## src/rtl/wb_regfile_if.sv

```systemverilog
// Write-back / register-file bus: MEM/WB entry in, ID read ports and EX forwarding bus out.
// The master drives the pipeline side; the slave is the write-back stage + GPR file.
interface wb_regfile_if #(
    parameter int DW = 32,
    parameter int AW = 5
);
    logic          wb_valid;
    logic [DW-1:0] pc;
    logic [DW-1:0] aluresult;
    logic [DW-1:0] memdata;
    logic [AW-1:0] swdst;
    logic          regwrite;
    logic [1:0]    memtoreg;
    logic [AW-1:0] rs_addr;
    logic [AW-1:0] rt_addr;
    logic [DW-1:0] rs_data;
    logic [DW-1:0] rt_data;
    logic          fwd_en;
    logic [AW-1:0] fwd_dst;
    logic [DW-1:0] fwd_data;

    modport master (
        output wb_valid, pc, aluresult, memdata, swdst, regwrite, memtoreg,
        output rs_addr, rt_addr,
        input  rs_data, rt_data, fwd_en, fwd_dst, fwd_data
    );

    modport slave (
        input  wb_valid, pc, aluresult, memdata, swdst, regwrite, memtoreg,
        input  rs_addr, rt_addr,
        output rs_data, rt_data, fwd_en, fwd_dst, fwd_data
    );
endinterface

```

## src/rtl/wb_regfile.sv

```systemverilog
// Purpose: write-back select + 2**AW x DW GPR file with write-through read bypass and forwarding bus.
// Latency: writes land on the next clk edge; reads and forwarding are combinational.
// Backpressure: none, one write per cycle is always accepted. Optional retire counter: WB_PERF_CNT_EN.
module wb_regfile #(
    parameter int DW     = 32,
    parameter int AW     = 5,
    parameter int PC_INC = 4
) (
    input  logic            clk,
    input  logic            rst_n,
    wb_regfile_if.slave     bus
`ifdef WB_PERF_CNT_EN
    ,
    output logic [31:0]     retire_cnt
`endif
);
    localparam int NREG = 1 << AW;

    logic [DW-1:0] gpr_q [NREG];
    logic [DW-1:0] wb_data;
    logic          wr_en;

    always_comb begin
        wb_data = bus.aluresult;
        case (bus.memtoreg)
            2'b01:   wb_data = bus.memdata;
            2'b10:   wb_data = bus.pc + DW'(PC_INC);
            default: wb_data = bus.aluresult;
        endcase
    end

    // rst_n gates the enable so nothing is written or forwarded while reset is held.
    assign wr_en = rst_n & bus.wb_valid & bus.regwrite & (bus.swdst != '0);

    always_ff @(posedge clk or negedge rst_n) begin
        if (!rst_n) begin
            for (int i = 0; i < NREG; i++) begin
                gpr_q[i] <= '0;
            end
        end else if (wr_en) begin
            gpr_q[bus.swdst] <= wb_data;
        end
    end

    // Write-through bypass: ID always sees the value being written this cycle.
    assign bus.rs_data = (bus.rs_addr == '0)                    ? '0      :
                         (wr_en && (bus.rs_addr == bus.swdst))  ? wb_data :
                                                                  gpr_q[bus.rs_addr];
    assign bus.rt_data = (bus.rt_addr == '0)                    ? '0      :
                         (wr_en && (bus.rt_addr == bus.swdst))  ? wb_data :
                                                                  gpr_q[bus.rt_addr];

    assign bus.fwd_en   = wr_en;
    assign bus.fwd_dst  = bus.swdst;
    assign bus.fwd_data = wb_data;

`ifdef WB_PERF_CNT_EN
    logic [31:0] retire_cnt_q;
    logic [31:0] retire_cnt_d;

    // Counts every valid WB entry, including ones that do not write a GPR.
    assign retire_cnt_d = bus.wb_valid ? retire_cnt_q + 32'd1 : retire_cnt_q;

    always_ff @(posedge clk or negedge rst_n) begin
        if (!rst_n) begin
            retire_cnt_q <= '0;
        end else begin
            retire_cnt_q <= retire_cnt_d;
        end
    end

    assign retire_cnt = retire_cnt_q;
`endif
endmodule
```

## src/flat_wrapper.sv

```systemverilog
// flat-port wrapper written by rule: the top's interface ports become plain ports
module wb_regfile_flat 
#(
    parameter int DW     = 32,
    parameter int AW     = 5,
    parameter int PC_INC = 4
)
  (clk, rst_n, bus_wb_valid, bus_pc, bus_aluresult, bus_memdata, bus_swdst, bus_regwrite, bus_memtoreg, bus_rs_addr, bus_rt_addr, bus_rs_data, bus_rt_data, bus_fwd_en, bus_fwd_dst, bus_fwd_data);
  wb_regfile_if #(.DW(DW), .AW(AW)) bus_i ();
  input  logic clk;
  input  logic rst_n;
  input wire logic [$bits(bus_i.wb_valid)-1:0] bus_wb_valid;
  input wire logic [$bits(bus_i.pc)-1:0] bus_pc;
  input wire logic [$bits(bus_i.aluresult)-1:0] bus_aluresult;
  input wire logic [$bits(bus_i.memdata)-1:0] bus_memdata;
  input wire logic [$bits(bus_i.swdst)-1:0] bus_swdst;
  input wire logic [$bits(bus_i.regwrite)-1:0] bus_regwrite;
  input wire logic [$bits(bus_i.memtoreg)-1:0] bus_memtoreg;
  input wire logic [$bits(bus_i.rs_addr)-1:0] bus_rs_addr;
  input wire logic [$bits(bus_i.rt_addr)-1:0] bus_rt_addr;
  output wire logic [$bits(bus_i.rs_data)-1:0] bus_rs_data;
  output wire logic [$bits(bus_i.rt_data)-1:0] bus_rt_data;
  output wire logic [$bits(bus_i.fwd_en)-1:0] bus_fwd_en;
  output wire logic [$bits(bus_i.fwd_dst)-1:0] bus_fwd_dst;
  output wire logic [$bits(bus_i.fwd_data)-1:0] bus_fwd_data;
  assign bus_i.wb_valid = bus_wb_valid;
  assign bus_i.pc = bus_pc;
  assign bus_i.aluresult = bus_aluresult;
  assign bus_i.memdata = bus_memdata;
  assign bus_i.swdst = bus_swdst;
  assign bus_i.regwrite = bus_regwrite;
  assign bus_i.memtoreg = bus_memtoreg;
  assign bus_i.rs_addr = bus_rs_addr;
  assign bus_i.rt_addr = bus_rt_addr;
  assign bus_rs_data = bus_i.rs_data;
  assign bus_rt_data = bus_i.rt_data;
  assign bus_fwd_en = bus_i.fwd_en;
  assign bus_fwd_dst = bus_i.fwd_dst;
  assign bus_fwd_data = bus_i.fwd_data;
  wb_regfile #(.DW(DW), .AW(AW), .PC_INC(PC_INC)) u_core (.clk(clk), .rst_n(rst_n), .bus(bus_i));
endmodule
```

## config.mk

```make
export PLATFORM = sky130hd
export DESIGN_NAME = wb_regfile_flat
export DESIGN_NICKNAME = d
export VERILOG_FILES = /design/src/rtl/wb_regfile_if.sv /design/src/rtl/wb_regfile.sv /design/src/flat_wrapper.sv
export SDC_FILE = /design/constraint.sdc
export NUM_CORES = 2
export LEC_CHECK = 0
export CORE_ASPECT_RATIO = 1.4
export CORE_MARGIN = 4
export CORE_UTILIZATION = 40
export DETAILED_ROUTE_END_ITERATION = 7
export SYNTH_ARGS = -nofsm -noshare
export SYNTH_HDL_FRONTEND = slang
export SYNTH_SLANG_ARGS = --single-unit
```

## constraint.sdc

```tcl
create_clock -name clk -period 2.46 [get_ports clk]
set_input_delay 0.246 -clock clk [delete_from_list [all_inputs] [get_ports clk]]
set_output_delay 0.246 -clock clk [all_outputs]
set_load 0.05 [all_outputs]
```

==> metrics.txt <==
syn_area_per_cell 10.8 um^2; Synth area leader dfrtp_1; top post-synthesis cells by area dfrtp_1, mux4_2, o21ai_0, nand2_1, clkbuf_1; RSZ-0062 raised after global routing yes; nets 5690; CP Cell Sequence mux4_2 -> mux2i_1 -> nor3_1 -> a221o_1 -> nor3_4 -> buf_6 -> a21oi_2 -> buf_6; Worst setup SP type flop; Pre-antenna DRT Iters 7; largest net degree at the start of global routing 184; fill count 11535; fin worst setup slack -0.525 ns; # DRC 0; top_reg_cell synth dfrtp_1; All-Layer GR Usage 0.295; Netlist cell types 66; vias in the first global route 46449; Commonest cells post-synth nand2_1, o21ai_0, dfrtp_1; Post-Route Setup TNS -19.90 ns; Initial Util 0.403; post-route minimum period 2.98 ns; sequential-to-total area share from yosys stat 0.473; total CTS buffers 99; CTS tree done; post-route antenna net violation count 0; Post-synth EDFFs 0; DIE WIDTH 319 um; Slowest cell on crit path mux4_2; total power 0.0445 W; Netlist Area Pre-Place 0.0541 mm^2; Hold Fails Final Rpt 0; Worst Path Max Fanout 3; Worst-Margin Slew 1.07 ns; Max-Cap Viols 0; # port buffers 218; failing checks setup timing; full die area 0.141 mm^2; final core utilization 0.526; GPL Wtd Cong 0.928; Tcrit/Tclk final 1.21; CTS H-tree depth 3; vias post-DR 45468; worst path required time 2.21 ns; status finished, violations left; Post-synth ARST share 1.00; maximum VDD drop 0.000552 V; Biggest register u_core.gpr_q; post-route clock skew 0 ns; max reg flops 1024; CTS sink cnt 1024; via/cell ratio 6.12; io pins 219; dpl hpwl 140000 um; Area Overhead vs Synth 30.5%; Inst Count DP 7147; first-pass GRT wire length 311000 um; Rows 159; final-report max-slew violation count 0; buffers plus inverters on the worst setup path 2; max incr delay on CP 0.46 ns; initial antenna violation count 2; register bit count reported by yosys 1024; n_diodes 0; CP top delay family multiplexers; layout cells sized above 1 0.345; mean routed wirelength per cell 28.6 um; Largest regs u_core.gpr_q (1024); later-pin clock latency in the skew report 0.71 ns; non-filler cells in the finished layout 7424; top-count cell post-synth nand2_1; Max Fclk 335 MHz; Hold Crit Class in2async; Leak Pwr 30.3 nW; worst-case clock buffer depth 3; hold_ws 0.234 ns; Die H 443 um; max_slew headroom 0.286; CTS root buffer clkbuf_16; top cell type's share of synthesized area 0.473; CP arrival 2.74 ns; WS Path Type reg2out; Critical Path End Type output port; Net Count, Synth 5145; GRT overflow 0; final setup fails 68; cell count after synthesis 5025; Yosys warning count 0; CP dominant cell by count buf_6; core area 0.134 mm^2; final wirelength 212000 um; Cell Pwr Density 630 mW/mm^2; initial DRC count 4950; CTS clk-pin slew, worst paths 0.06 ns
## tightest hold or removal path: cells and delay by family
kind / cells / cell delay, ns
buffers and inverters: 3 / 1.11
## report_power, final
group | total, W | switching [W] | internal [W]
clock | 0.0164 | 0.00709 | 0.00928
combinational | 0.00906 | 0.00493 | 0.00413
sequential | 0.0191 | 0.000965 | 0.0181
## per-layer routing
layer	part of all wire	global-route usage
met1	0.37	0.372
met2	0.47	0.474
met3	0.088	0.0636
met4	0.065	0.169
met5	0	0
## per-stage QoR
step / worst slack (ns) / instance area [um^2]
finish: -0.525 / 70600
global route: -0.572 / 70600
CTS: -0.554 / 69800
detailed placement: -0.717 / 64900
global placement: -0.717 / 64900
floorplan: -0.201 / 55100
## final timing paths
kind / slack [ns] / end / depth (start not counted) / start
max: -0.52 / bus_rs_data[30] / 8 / u_core.gpr_q[958]
min: 0.23 / u_core.gpr_q[376] / 3 / rst_n
max reg2reg: 1.55 / u_core.gpr_q[667] / 4 / u_core.gpr_q[667]
min reg2reg: 0.40 / u_core.gpr_q[1022] / 0 / u_core.gpr_q[1022]
max in group asynchronous: 0.72 / u_core.gpr_q[967] / 4 / rst_n
min in group clk: 0.38 / u_core.gpr_q[136] / 6 / bus_pc[8]
## placed cells by master (no fill, tap or decap), types with 18 or more instances in the layout
master              n
nor2_1             42
buf_6              63
mux2i_1            65
a21oi_2            24
nand3_1            23
clkbuf_8           25
nor3_2             18
mux4_2            501
dfrtp_1          1023
clkdlybuf4s50_1    72
a221o_1            26
buf_4             581
a21oi_1            34
clkbuf_16         103
clkinv_2           26
nand2_4            32
nor3_1             19
a22oi_2            51
nand2_1          1128
buf_12            212
a22oi_1            34
o21ai_0          1004
inv_1              31
a211oi_4           52
## kinds of logic (layout without fill, tap and decap cells)
logic type                 after synthesis  in the layout  synth area share
AOI/OAI and AO/OA                     1396           1396             0.145
xor gates and xnor gates                37             37           0.00599
adders and majority gates                3              3          0.000693
buffers and inverters                  579           1207            0.0460
DFF                                   1024           1024             0.473
muxes                                  582            582             0.224
and+or+nand+nor                       1404           1404             0.105
## area by class of cell
type / count / area [um^2] / share of cell area
Sequential cell: 1024 / 25600 / 0.363
Clock inverter: 48 / 543 / 0.00769
Multi-Input combinational cell: 3422 / 28600 / 0.406
Tap cell: 1771 / 2220 / 0.0314
Inverter: 44 / 171 / 0.00243
Timing Repair Buffer: 979 / 10500 / 0.149
Clock buffer: 136 / 2890 / 0.0409
## what timing repair did
item                                   in CTS  in global routing
resized for setup                         312                146
pin swaps                                 176                 77
endpoints found under the hold margin      60                  0
gates cloned                                1                  2
setup endpoints to repair                  95                 82
hold buffers                                1                  0
setup buffers                              60                 40
Power figures use the tool's default switching activity.
